**src/rtl/i4004_bus_if.sv**
```systemverilog
// MCS-4 shared bus: two-phase clocks, sync, cmrom and the 4-bit data nibble.
// data_out/data_dir come from the initiator; data_in is the bus nibble seen from the pads.
interface i4004_bus_if;
  logic       clk1;
  logic       clk2;
  logic       sync;
  logic       cmrom;
  logic [3:0] data_out;
  logic       data_dir;
  logic [3:0] data_in;

  modport master (
    output clk1, clk2, sync, cmrom, data_out, data_dir,
    input  data_in
  );

  modport slave (
    input  clk1, clk2, sync, cmrom, data_out, data_dir,
    output data_in
  );
endinterface

```
**src/rtl/i4004_bus_master.sv**
```systemverilog
// MCS-4 bus initiator: generates clk1/clk2/sync and the 8-phase instruction cycle,
// drives the fetch address and X2 nibble, and samples OPR/OPA/X2 read data.
module i4004_bus_master #(
  parameter int unsigned TICK_DIV = 1
) (
  input  logic               sysclk,
  input  logic               poc_n,
  input  logic               run,
  input  logic [11:0]        addr,
  input  logic               m2_cmrom,
  input  logic               x2_cmrom,
  input  logic               x2_drive,
  input  logic [3:0]         x2_wdata,
  i4004_bus_if.master        bus,
  output logic               cyc_start,
  output logic [3:0]         opr,
  output logic [3:0]         opa,
  output logic               instr_valid,
  output logic [3:0]         x2_rdata,
  output logic               x2_rvalid
);

  typedef enum logic [2:0] {StA1, StA2, StA3, StM1, StM2, StX1, StX2, StX3} phase_e;

  localparam logic [7:0] PreLast = 8'(TICK_DIV - 1);

  phase_e      phase_q, phase_d;
  logic [1:0]  tick_q, tick_d;
  logic [7:0]  pre_q, pre_d;
  logic        tick_end, sample, start;

  logic [11:0] addr_q, addr_d;
  logic        m2c_q, m2c_d, x2c_q, x2c_d, drv_q, drv_d;
  logic [3:0]  wd_q, wd_d;

  logic        clk1_q, clk1_d, clk2_q, clk2_d, sync_q, sync_d, cmrom_q, cmrom_d;
  logic        dir_q, dir_d, cyc_q, cyc_d, iv_q, iv_d, xv_q, xv_d;
  logic [3:0]  dout_q, dout_d, opr_q, opr_d, opa_q, opa_d, xr_q, xr_d;

  always_comb begin
    tick_end = (pre_q == PreLast);
    pre_d    = tick_end ? 8'd0 : pre_q + 8'd1;
    tick_d   = tick_end ? tick_q + 2'd1 : tick_q;
    phase_d  = phase_q;
    start    = 1'b0;
    if (tick_end && tick_q == 2'd3) begin
      unique case (phase_q)
        StA1: phase_d = StA2;
        StA2: phase_d = StA3;
        StA3: phase_d = StM1;
        StM1: phase_d = StM2;
        StM2: phase_d = StX1;
        StX1: phase_d = StX2;
        StX2: phase_d = StX3;
        StX3: begin
          if (run) begin
            phase_d = StA1;
            start   = 1'b1;
          end
        end
        default: phase_d = StX3;
      endcase
    end

    addr_d = start ? addr     : addr_q;
    m2c_d  = start ? m2_cmrom : m2c_q;
    x2c_d  = start ? x2_cmrom : x2c_q;
    drv_d  = start ? x2_drive : drv_q;
    wd_d   = start ? x2_wdata : wd_q;

    // Outputs are computed from next state so the registered copies line up with it.
    clk1_d  = (tick_d == 2'd0);
    clk2_d  = (tick_d == 2'd2);
    sync_d  = (phase_d == StX3);
    cmrom_d = 1'b0;
    dir_d   = 1'b0;
    dout_d  = 4'd0;
    unique case (phase_d)
      StA1: begin dir_d = 1'b1; dout_d = addr_d[3:0]; end
      StA2: begin dir_d = 1'b1; dout_d = addr_d[7:4]; end
      StA3: begin dir_d = 1'b1; dout_d = addr_d[11:8]; cmrom_d = 1'b1; end
      StM2: cmrom_d = m2c_d;
      StX2: begin
        cmrom_d = x2c_d;
        dir_d   = drv_d;
        dout_d  = drv_d ? wd_d : 4'd0;
      end
      default: ;
    endcase

    // Sample on the last sysclk of tick2, i.e. as clk2 falls.
    sample = tick_end && (tick_q == 2'd2);
    cyc_d  = start;
    iv_d   = sample && (phase_q == StM2);
    xv_d   = sample && (phase_q == StX2) && !drv_q;
    opr_d  = (sample && phase_q == StM1) ? bus.data_in : opr_q;
    opa_d  = iv_d ? bus.data_in : opa_q;
    xr_d   = xv_d ? bus.data_in : xr_q;
  end

  always_ff @(posedge sysclk or negedge poc_n) begin
    if (!poc_n) begin
      phase_q <= StX3;
      tick_q  <= 2'd0;
      pre_q   <= 8'd0;
      addr_q  <= 12'd0;
      m2c_q   <= 1'b0;
      x2c_q   <= 1'b0;
      drv_q   <= 1'b0;
      wd_q    <= 4'd0;
      clk1_q  <= 1'b0;
      clk2_q  <= 1'b0;
      sync_q  <= 1'b1;
      cmrom_q <= 1'b0;
      dir_q   <= 1'b0;
      dout_q  <= 4'd0;
      cyc_q   <= 1'b0;
      iv_q    <= 1'b0;
      xv_q    <= 1'b0;
      opr_q   <= 4'd0;
      opa_q   <= 4'd0;
      xr_q    <= 4'd0;
    end else begin
      phase_q <= phase_d;
      tick_q  <= tick_d;
      pre_q   <= pre_d;
      addr_q  <= addr_d;
      m2c_q   <= m2c_d;
      x2c_q   <= x2c_d;
      drv_q   <= drv_d;
      wd_q    <= wd_d;
      clk1_q  <= clk1_d;
      clk2_q  <= clk2_d;
      sync_q  <= sync_d;
      cmrom_q <= cmrom_d;
      dir_q   <= dir_d;
      dout_q  <= dout_d;
      cyc_q   <= cyc_d;
      iv_q    <= iv_d;
      xv_q    <= xv_d;
      opr_q   <= opr_d;
      opa_q   <= opa_d;
      xr_q    <= xr_d;
    end
  end

  assign bus.clk1     = clk1_q;
  assign bus.clk2     = clk2_q;
  assign bus.sync     = sync_q;
  assign bus.cmrom    = cmrom_q;
  assign bus.data_out = dout_q;
  assign bus.data_dir = dir_q;
  assign cyc_start    = cyc_q;
  assign opr          = opr_q;
  assign opa          = opa_q;
  assign instr_valid  = iv_q;
  assign x2_rdata     = xr_q;
  assign x2_rvalid    = xv_q;

endmodule
```
**src/flat_wrapper.sv**
```systemverilog
// flat-port wrapper written by rule: the top's interface ports become plain ports
module i4004_bus_master_flat 
#(
  parameter int unsigned TICK_DIV = 1
)
  (sysclk, poc_n, run, addr, m2_cmrom, x2_cmrom, x2_drive, x2_wdata, cyc_start, opr, opa, instr_valid, x2_rdata, x2_rvalid, bus_clk1, bus_clk2, bus_sync, bus_cmrom, bus_data_out, bus_data_dir, bus_data_in);
  i4004_bus_if bus_i ();
  input  logic sysclk;
  input  logic poc_n;
  input  logic run;
  input  logic [11:0] addr;
  input  logic m2_cmrom;
  input  logic x2_cmrom;
  input  logic x2_drive;
  input  logic [3:0] x2_wdata;
  output logic cyc_start;
  output logic [3:0] opr;
  output logic [3:0] opa;
  output logic instr_valid;
  output logic [3:0] x2_rdata;
  output logic x2_rvalid;
  output wire logic [$bits(bus_i.clk1)-1:0] bus_clk1;
  output wire logic [$bits(bus_i.clk2)-1:0] bus_clk2;
  output wire logic [$bits(bus_i.sync)-1:0] bus_sync;
  output wire logic [$bits(bus_i.cmrom)-1:0] bus_cmrom;
  output wire logic [$bits(bus_i.data_out)-1:0] bus_data_out;
  output wire logic [$bits(bus_i.data_dir)-1:0] bus_data_dir;
  input wire logic [$bits(bus_i.data_in)-1:0] bus_data_in;
  assign bus_clk1 = bus_i.clk1;
  assign bus_clk2 = bus_i.clk2;
  assign bus_sync = bus_i.sync;
  assign bus_cmrom = bus_i.cmrom;
  assign bus_data_out = bus_i.data_out;
  assign bus_data_dir = bus_i.data_dir;
  assign bus_i.data_in = bus_data_in;
  i4004_bus_master #(.TICK_DIV(TICK_DIV)) u_core (.sysclk(sysclk), .poc_n(poc_n), .run(run), .addr(addr), .m2_cmrom(m2_cmrom), .x2_cmrom(x2_cmrom), .x2_drive(x2_drive), .x2_wdata(x2_wdata), .bus(bus_i), .cyc_start(cyc_start), .opr(opr), .opa(opa), .instr_valid(instr_valid), .x2_rdata(x2_rdata), .x2_rvalid(x2_rvalid));
endmodule
```
**config.mk**
```make
export PLATFORM = sky130hd
export DESIGN_NAME = i4004_bus_master_flat
export DESIGN_NICKNAME = d
export VERILOG_FILES = /design/src/rtl/i4004_bus_if.sv /design/src/rtl/i4004_bus_master.sv /design/src/flat_wrapper.sv
export SDC_FILE = /design/constraint.sdc
export NUM_CORES = 1
export LEC_CHECK = 0
export CAP_MARGIN = 20
export CORE_ASPECT_RATIO = 1.25
export CORE_MARGIN = 1
export CORE_UTILIZATION = 50
export CTS_CLUSTER_DIAMETER = 150
export DETAILED_ROUTE_END_ITERATION = 10
export GPL_TIMING_DRIVEN = 0
export PLACE_DENSITY_LB_ADDON = 0.15
export REMOVE_ABC_BUFFERS = 1
export SETUP_SLACK_MARGIN = 0.4
export SLEW_MARGIN = 40
export SYNTH_ARGS = -nofsm -noshare
export SYNTH_HDL_FRONTEND = slang
export SYNTH_SLANG_ARGS = --single-unit
```
**constraint.sdc**
```tcl
create_clock -name sysclk -period 6.86 [get_ports sysclk]
set_input_delay 1.715 -clock sysclk [delete_from_list [all_inputs] [get_ports sysclk]]
set_output_delay 1.715 -clock sysclk [all_outputs]
set_load 0.03 [all_outputs]
```
==> flow_summary.yaml <==
global_routing:
  grt_pass1_vias: 1663
  grt_max_degree: 35
  grt_remaining_overflow: 0
  grt_antenna_before_repair: 0
  grt_pass1_wl_microns: 7480
  grt_usage_pct: 19.1
setup_path:
  reg2reg_to: "u_core.bus.data_dir"
  rrSetupSlack_ps: 4110
  required_ps: 7040
  path_max_fanout: 8
  cp.arrival_ps: 3770
  critPathMaxStageDelay_ps: 590
  critPathTopFamily: "simple AND/OR/NAND/NOR gates"
  reg2regPathDepth: 8
  rr_startpoint: "u_core.pre_q[0]"
  critPathLaunchType: "input port"
  critical_path_class: "in2reg"
  cpMaxStageDelayCell: "clkdlybuf4s50_1"
  cp-end-kind: "flip-flop"
  path_cells: "clkdlybuf4s50_1 > nand3_1 > nor4_4 > buf_4 > mux2i_1 > nor2_1 > or3b_1"
  critPathBufInv: 2
sta:
  rsz0062_at_grt: "false"
  fmax_mhz: 279
  slew_headroom_pct: 56.3
  setup_violations: 0
  tns_ps: 0
  fin_worst_skew_ps: 5.23
  period_needed_ps: 3590
  finalHoldViolations: 0
  worst_pin_slew_ps: 650
  slew_viol_final: 0
  period_share_pct: 52.3
  timing.final.ws_setup_ps: 3270
routing:
  routed_via_density: 5.21
  first_iter_violations: 36
  first_pass_iters: 4
  drc: 0
  via_count: 1726
  routedWlPerCell_microns: 13.3
  wl_microns: 4410
  final_antenna_net_count: 0
floorplan:
  die-width_microns: 64.9
  die_area_sq_um: 5230
  num_rows: 28
  die_h_microns: 80.6
  ios: 50
  core_sq_um: 4730
  initial_core_util_pct: 52.2
placed_design:
  place_congestion: 0.743
  port_buffers: 49
  dp_slack_ps: 2960
  dpl_cell_area_sq_um: 3030
  hpwlAfterDp_microns: 3240
hold_path:
  worstHoldStart: "u_core.wd_q[0]"
  min_path_cells: 2
  hp-class: "reg2reg"
  holdPathEnd: "u_core.wd_q[0]"
layout:
  nNetsFinal: 300
  antenna_cells: 0
  drive_gt1_share_pct: 16.2
  area_delta_synth_final_pct: 27.1
  layout_common_cells: "54 x nand2_1, 52 x dfrtp_1, 48 x clkdlybuf4s50_1"
  final_common_cell: "nand2_1"
  finalInstanceArea_sq_um: 3140
logic_synthesis:
  synth-main-ff-cell: "dfrtp_1"
  ys_types: 48
  avgSynthCellArea_sq_um: 11.3
  synthArstFlopShare_pct: 100
  synth-edff-count: 0
  postSynthCellCount: 218
  seq_area_frac_synth_pct: 56.9
  synth-warning-count: 0
  syn-cell-area_sq_um: 2470
  ys_seq_elements: 56
clock_tree:
  cts_buffer_depth: 2
  postCtsHoldBufs: 0
  root_buffer: "clkbuf_8"
  clk_pin_slew_ps: 90
  cts_buffers: 5
  cts_tree: "done"
  cts_resized: 0
  clk_latency_ps: 300
  clock-sinks: 56
  cts_setup_buffers: 0
  htreeDepth: 2
pwr:
  power_mw: 1.17
  p_leak_nw: 1.44
  ir_drop_mv: 0.189
  p_per_area_nw_per_um2: 372
status:
  outcome: "finished clean"
job:
  maxCapViolCount: 0
## cells in the mapped netlist (2+ instances only)
cell,number,area [sq um]
ha_1,4,50.1
dfstp_2,4,105
nor2b_1,2,12.5
xor2_1,2,17.5
o32ai_1,4,35.0
and3_1,5,31.3
a21oi_1,7,35.0
nor2_1,9,33.8
nor3_1,4,20.0
clkbuf_1,2,7.51
nor3_4,2,32.5
nand3_1,3,15.0
nand2_1,54,203
buf_2,3,15.0
mux2_2,13,146
nor4_4,3,63.8
inv_1,7,26.3
dfrtp_1,52,1300
a21o_1,2,15.0
nor4_1,2,12.5
o21ai_0,3,15.0
xnor2_1,5,43.8
## flip-flops by register name, indices dropped and copies added (netlist names), 2 cells and up
| register | cells |
|---|---|
| u_core.wd_q | 4 |
| u_core.pre_q | 8 |
| u_core.bus.data_out | 4 |
| u_core.opr | 4 |
| u_core.x2_rdata | 4 |
| u_core.addr_q | 12 |
| u_core.phase_q | 3 |
| u_core.tick_q | 2 |
| u_core.opa | 4 |
## tightest hold or removal path, delay by kind of cell, from the launching register on
family           cells  cell delay [ps]
DFF                  1              350
and+or+nand+nor      2               90
## worst max-delay path by stage
stage,start,end,slack [ps],cells after the start
2_1_floorplan,run,u_core.bus.cmrom,3560,5
4_1_cts,run,u_core.bus.data_dir,3260,7
3_5_place_dp,run,u_core.bus.data_dir,2960,7
6_report,run,u_core.bus.data_dir,3270,7
3_3_place_gp,poc_n,u_core.addr_q[2],2400,1
5_1_grt,run,u_core.bus.data_dir,3100,7
## power breakdown
group,internal [mW],switching [mW]
clock network,0.108,0.0987
registers,0.447,0.0745
logic,0.194,0.243
## cell type report
class                      instances  area [sq um]
fill                             381          1590
sequential                        56          1410
multi-input combinational        146           987
timing repair buffer              52           523
tap                               60          75.1
clock buffer                       6          72.6
inverter                           9          38.8
clock inverter                     2          35.0
## cells by family (layout without fill, tap and decap cells)
family	after synthesis	in the layout	share of synthesized area (%)
xor gates and xnor gates	7	7	2.48
and+or+nand+nor	96	96	21.5
muxes	15	15	7.24
buffers and inverters	16	69	3.09
DFF	56	56	56.9
adders and majority gates	4	4	2.03
AOI/OAI and AO/OA	24	24	6.69
## metrics by stage
step                      cells  utilization (%)  hold slack (ps)
after floorplan             211                -              431
after global placement      320             63.4              442
after detailed placement    323             64.1              450
after CTS                   331             66.3              472
after global routing        331             66.3              493
final                       331             66.3              470
## per-layer routing
| metal | track usage (%) | part of all wire (%) | vias to the layer above |
|---|---|---|---|
| met5 | 0 | 0 | - |
| met4 | 10.9 | 3.3 | 0 |
| met3 | 3.13 | 2.7 | 11 |
| met2 | 33.5 | 54 | 38 |
| met1 | 21.8 | 41 | 833 |
| li1 | - | - | 844 |
No activity file was read; power rests on OpenSTA's default activity.
